### src/rtl/grant_lock_mux_if.sv
// grant_lock_mux_if: port-side handshake, arbiter grant and registered output stage of grant_lock_mux
//   slave  : seen by grant_lock_mux (req/data/last/gnt/out_ready in; ready/out_*/owner/busy/err out)
//   master : seen by whatever drives the ports and consumes the output
interface grant_lock_mux_if #(
  parameter int NUM_PORTS = 4,
  parameter int DATA_W = 8
);
  logic [NUM_PORTS-1:0] req_i;
  logic [NUM_PORTS*DATA_W-1:0] data_i;
  logic [NUM_PORTS-1:0] last_i;
  logic [NUM_PORTS-1:0] gnt_i;
  logic [NUM_PORTS-1:0] ready_o;
  logic out_valid_o;
  logic [DATA_W-1:0] out_data_o;
  logic out_last_o;
  logic out_ready_i;
  logic [NUM_PORTS-1:0] owner_o;
  logic busy_o;
  logic err_o;
  modport slave (
    input req_i, data_i, last_i, gnt_i, out_ready_i,
    output ready_o, out_valid_o, out_data_o, out_last_o, owner_o, busy_o, err_o
  );
  modport master (
    output req_i, data_i, last_i, gnt_i, out_ready_i,
    input ready_o, out_valid_o, out_data_o, out_last_o, owner_o, busy_o, err_o
  );
endinterface

### src/rtl/grant_lock_mux.sv
// grant_lock_mux: locks a one-hot arbiter grant as packet owner and steers its beats into one registered output stage
//   clk, reset : single clock, synchronous active-high reset
//   bus        : grant_lock_mux_if.slave (port handshake in, output stage out, owner/busy/err status)
module grant_lock_mux #(
  parameter int NUM_PORTS = 4,
  parameter int DATA_W = 8
) (
  input logic clk,
  input logic reset,
  grant_lock_mux_if.slave bus
);
  localparam logic [0:0] IDLE = 1'b0;
  localparam logic [0:0] LOCKED = 1'b1;
  logic [0:0] state_q, state_d;
  logic [NUM_PORTS-1:0] owner_q, owner_d;
  logic out_valid_q, out_valid_d;
  logic [DATA_W-1:0] out_data_q, out_data_d;
  logic out_last_q, out_last_d;
  logic err_q, err_d;
  logic [NUM_PORTS-1:0] gnt_low;
  logic gnt_one, gnt_multi, load_en, accept, sel_last, done;
  logic [NUM_PORTS-1:0] ready;
  logic [DATA_W-1:0] sel_data;
  // gnt & (gnt-1) clears the lowest set bit; nonzero means two or more bits set
  assign gnt_low = bus.gnt_i & (bus.gnt_i - NUM_PORTS'(1));
  assign gnt_one = |bus.gnt_i & ~|gnt_low;
  assign gnt_multi = |gnt_low;
  assign load_en = !out_valid_q | bus.out_ready_i;
  // owner_q is zero in IDLE, so ready is naturally zero there
  assign ready = owner_q & {NUM_PORTS{load_en}};
  assign accept = |(bus.req_i & ready);
  assign sel_last = |(bus.last_i & owner_q);
  assign done = accept & sel_last;
  always_comb begin
    sel_data = '0;
    for (int p = 0; p < NUM_PORTS; p++)
      sel_data = sel_data | (bus.data_i[p*DATA_W +: DATA_W] & {DATA_W{owner_q[p]}});
  end
  always_comb begin
    state_d = (state_q == IDLE) ? (gnt_one ? LOCKED : IDLE) : (done ? IDLE : LOCKED);
    owner_d = (state_q == IDLE) ? (gnt_one ? bus.gnt_i : '0) : (done ? '0 : owner_q);
    err_d = err_q | ((state_q == IDLE) & gnt_multi);
    out_valid_d = accept | (out_valid_q & !bus.out_ready_i);
    out_data_d = accept ? sel_data : out_data_q;
    out_last_d = accept ? sel_last : out_last_q;
  end
  always_ff @(posedge clk) begin
    if (reset) begin
      state_q <= IDLE;
      owner_q <= '0;
      out_valid_q <= 1'b0;
      out_data_q <= '0;
      out_last_q <= 1'b0;
      err_q <= 1'b0;
    end else begin
      state_q <= state_d;
      owner_q <= owner_d;
      out_valid_q <= out_valid_d;
      out_data_q <= out_data_d;
      out_last_q <= out_last_d;
      err_q <= err_d;
    end
  end
  assign bus.ready_o = ready;
  assign bus.out_valid_o = out_valid_q;
  assign bus.out_data_o = out_data_q;
  assign bus.out_last_o = out_last_q;
  assign bus.owner_o = owner_q;
  assign bus.busy_o = (state_q == LOCKED);
  assign bus.err_o = err_q;
endmodule

### src/flat_wrapper.sv
// flat-port wrapper written by rule: the top's interface ports become plain ports
module grant_lock_mux_flat 
#(
  parameter int NUM_PORTS = 4,
  parameter int DATA_W = 8
)
  (clk, reset, bus_req_i, bus_data_i, bus_last_i, bus_gnt_i, bus_out_ready_i, bus_ready_o, bus_out_valid_o, bus_out_data_o, bus_out_last_o, bus_owner_o, bus_busy_o, bus_err_o);
  grant_lock_mux_if #(.NUM_PORTS(NUM_PORTS), .DATA_W(DATA_W)) bus_i ();
  input logic clk;
  input logic reset;
  input wire logic [$bits(bus_i.req_i)-1:0] bus_req_i;
  input wire logic [$bits(bus_i.data_i)-1:0] bus_data_i;
  input wire logic [$bits(bus_i.last_i)-1:0] bus_last_i;
  input wire logic [$bits(bus_i.gnt_i)-1:0] bus_gnt_i;
  input wire logic [$bits(bus_i.out_ready_i)-1:0] bus_out_ready_i;
  output wire logic [$bits(bus_i.ready_o)-1:0] bus_ready_o;
  output wire logic [$bits(bus_i.out_valid_o)-1:0] bus_out_valid_o;
  output wire logic [$bits(bus_i.out_data_o)-1:0] bus_out_data_o;
  output wire logic [$bits(bus_i.out_last_o)-1:0] bus_out_last_o;
  output wire logic [$bits(bus_i.owner_o)-1:0] bus_owner_o;
  output wire logic [$bits(bus_i.busy_o)-1:0] bus_busy_o;
  output wire logic [$bits(bus_i.err_o)-1:0] bus_err_o;
  assign bus_i.req_i = bus_req_i;
  assign bus_i.data_i = bus_data_i;
  assign bus_i.last_i = bus_last_i;
  assign bus_i.gnt_i = bus_gnt_i;
  assign bus_i.out_ready_i = bus_out_ready_i;
  assign bus_ready_o = bus_i.ready_o;
  assign bus_out_valid_o = bus_i.out_valid_o;
  assign bus_out_data_o = bus_i.out_data_o;
  assign bus_out_last_o = bus_i.out_last_o;
  assign bus_owner_o = bus_i.owner_o;
  assign bus_busy_o = bus_i.busy_o;
  assign bus_err_o = bus_i.err_o;
  grant_lock_mux #(.NUM_PORTS(NUM_PORTS), .DATA_W(DATA_W)) u_core (.clk(clk), .reset(reset), .bus(bus_i));
endmodule
### config.mk
export PLATFORM = sky130hd
export DESIGN_NAME = grant_lock_mux_flat
export DESIGN_NICKNAME = d
export VERILOG_FILES = /design/src/rtl/grant_lock_mux_if.sv /design/src/rtl/grant_lock_mux.sv /design/src/flat_wrapper.sv
export SDC_FILE = /design/constraint.sdc
export NUM_CORES = 1
export LEC_CHECK = 0
export CAP_MARGIN = 20
export CORE_MARGIN = 2
export CORE_UTILIZATION = 35
export CTS_CLUSTER_SIZE = 24
export DETAILED_ROUTE_END_ITERATION = 7
export GPL_ROUTABILITY_DRIVEN = 0
export PLACE_DENSITY = 0.89
export SLEW_MARGIN = 20
export SYNTH_ARGS = -nofsm -noshare
export SYNTH_HDL_FRONTEND = slang
export SYNTH_SLANG_ARGS = --single-unit
### constraint.sdc
create_clock -name clk -period 1.6 [get_ports clk]
set_input_delay 0.32 -clock clk [delete_from_list [all_inputs] [get_ports clk]]
set_output_delay 0.32 -clock clk [all_outputs]
set_load 0.005 [all_outputs]
==> flow_metrics.py <==
metrics = {
    "run_status": {
        "status": "finished, final reports clean",
    },
    "finish": {
        "final_common_cell": "clkdlybuf4s50_1",
        "multi_input_area_sq_um": 585.6,
        "fin_util_pct": 66.11,
        "syn_to_final_growth_pct": 83.83,
        "final_cell_mix": "clkdlybuf4s50_1, a22oi_1, buf_4",
        "seqCellArea_sq_um": 327.8,
        "final_net_count": 222,
        "layout-drive-gt1-share_pct": 29.89,
        "fin_cells": 205,
        "nFillCells": 220,
        "antenna_cells": 0,
    },
    "logic_synthesis": {
        "synthesis.area_sq_um": 974.7,
        "synth_fp_nets": 142,
        "ys_ff_latch": 16,
        "ys_seq_area_share_pct": 32.86,
        "synthDistinctLibCells": 31,
        "synth.top_cells.by_area": "dfxtp_1, a22oi_1, a311oi_2, nor2_2, a22oi_2",
        "syn_inst": 95,
        "synth_area_per_cell_sq_um": 10.26,
        "yosys.area.top_type": "dfxtp_1",
        "ys_warn_count": 0,
        "synth_top_area_share_pct": 32.86,
    },
    "clocking": {
        "path_clk_slew_ns": 0.09,
        "cts_inserted_buffers": 3,
        "clkLatencyLatePin_ns": 0.30,
        "cts_buffer_depth": 2,
        "cts_tree": "built",
        "cts_sinks": 16,
        "hold_buffers": 0,
        "h-tree-depth": 1,
        "root_buffer": "clkbuf_4",
    },
    "sta": {
        "hold_violations": 0,
        "skew_ns": 0.002958,
        "period_needed_ns": 1.558,
        "finalSetupViolCount": 0,
        "fmax_ghz": 0.6418,
        "slew_headroom_pct": 74.31,
        "rsz0062_at_grt": "no",
        "slew_violations": 0,
        "finalSetupTns_ns": 0,
        "tightest_slew_ns": 0.3819,
        "worst_slack_ns": 0.04192,
        "period_share_pct": 97.38,
    },
    "die": {
        "start_util_pct": 35.96,
        "die_h_um": 56.77,
        "die_w_um": 56.77,
        "die_area_sq_um": 3223,
        "core_area_sq_um": 2710,
        "num_rows": 19,
        "ios": 67,
    },
    "placed_design": {
        "place_ws_ns": -0.2957,
        "port-buffer-count": 66,
        "dp.cells": 200,
        "hpwl_um": 2590,
    },
    "grt": {
        "first_global_vias": 1180,
        "grt.total_usage_pct": 21.32,
        "grt-ovfl-total": 0,
        "grt_pass1_wl_um": 5209,
        "grt_antenna_before_repair": 0,
        "grt_max_degree": 20,
    },
    "setup_path": {
        "worstPathCellList": "clkdlybuf4s50_1 > nand2b_4 > and2_1 > clkdlybuf4s15_1",
        "critPathMaxStageDelay_ns": 0.45,
        "worst-setup-path-type": "in2out",
        "cp-start-kind": "primary input",
        "cp-end-kind": "output pin",
        "crit_fanout": 5,
        "cp.required_ns": 1.28,
        "crit_slowest_cell": "clkdlybuf4s50_1",
        "cp.arrival_ns": 1.24,
    },
    "routing": {
        "vias_per_cell": 5.463,
        "wl_um": 3257,
        "ant_nets": 0,
        "drc": 0,
        "drt_first_pass_iters": 4,
        "vias": 1120,
        "avgRoutedWirePerCell_um": 15.89,
        "drtIter0Drc": 27,
    },
    "power": {
        "power_density_nw_per_um2": 589.6,
        "leakagePower_uw": 0.0006304,
        "peakVddDrop_mv": 0.4631,
    },
    "run": {
        "drv_cap": 0,
    },
    "hold_path": {
        "hold_class": "reg2reg",
    },
}
metrics by stage:
stage / hold WS, ns / power, uW / cell area [sq um]
final: 0.4990 / 1056 / 1792
after global routing: 0.5454 / 1112 / 1792
after CTS: 0.5018 / 1064 / 1790
after detailed placement: 0.4761 / 789.6 / 1740
after global placement: 0.4621 / 778.6 / 1740
after floorplan: 0.3879 / 578.8 / 974.7
routing by layer:
metal  GRT usage, %  part of all wire (%)  vias up
met2          39.37                    54       52
li1               -                     -      534
met5              0                     0        -
met1          21.33                    36      523
met4          10.96                   3.0        0
met3          6.221                   6.4       11
power breakdown:
group	switching [uW]	internal (uW)	total, uW	leakage [uW]
Clock	136	139	275	0.0000210
Combinational	119	219	338	0.000477
Sequential	21.2	422	443	0.000133
cell families (layout without fill, tap and decap cells):
group	count (synthesis)	count (layout)	synth area share [%]
AO/OA/AOI/OAI	45	45	43.90
AND/OR/NAND/NOR	24	24	14.76
flip-flops	16	16	32.86
buffers and inverters	9	88	7.573
XOR/XNOR	1	1	0.8988
path summary, 6_finish.rpt:
kind                            cells past startpoint  slack, ns                                    end                          startpoint
worst min register to register                      2       0.50            u_core.bus.err_o$_SDFF_PP0_         u_core.bus.err_o$_SDFF_PP0_
worst max register to register                      6       0.18  u_core.bus.out_data_o[4]$_SDFFE_PP0P_  u_core.bus.owner_o[3]$_SDFFE_PP0P_
worst max-delay path                                4       0.04                         bus_ready_o[2]                     bus_out_ready_i
worst min-delay path                                2       0.50            u_core.bus.err_o$_SDFF_PP0_         u_core.bus.err_o$_SDFF_PP0_
cells in the mapped netlist, drive strengths merged:
cell type and count:
a22oi 20, a22o 2, nand2b 2, nand2 1, o21ai 2, nor2 14
nor4 1, a32o 2, a21boi 1, nor3 1, a31oi 1, dlymetal6s2s 1
a311oi 10, and2 4, buf 5, nor2b 1, xor2 1, o21a 1
dfxtp 16, clkbuf 3, a21oi 5, o21bai 1
cell type report:
class	count	area share [%]
clock buffers	4	2.025
multi-input cells	70	32.68
flip-flops and latches	16	18.30
well taps	31	2.165
repair buffers	84	44.83
timing repair:
item | CTS | global route
resized for setup | 10 | 5
endpoints found under the setup margin | 6 | 5
setup buffers | 1 | 0
critical path, delay by kind of cell:
kind	cells	cell delay (ns)
buffers and inverters	2	0.65
and+or+nand+nor	2	0.26
sequential cells by signal (all words and copies together), names as in the netlist:
| name | cells |
|---|---|
| u_core.bus.err_o | 1 |
| u_core.bus.busy_o | 1 |
| u_core.bus.out_data_o | 8 |
| u_core.bus.owner_o | 4 |
| u_core.bus.out_last_o | 1 |
| u_core.bus.out_valid_o | 1 |
Note: power is estimated with default switching activity, not from simulation.
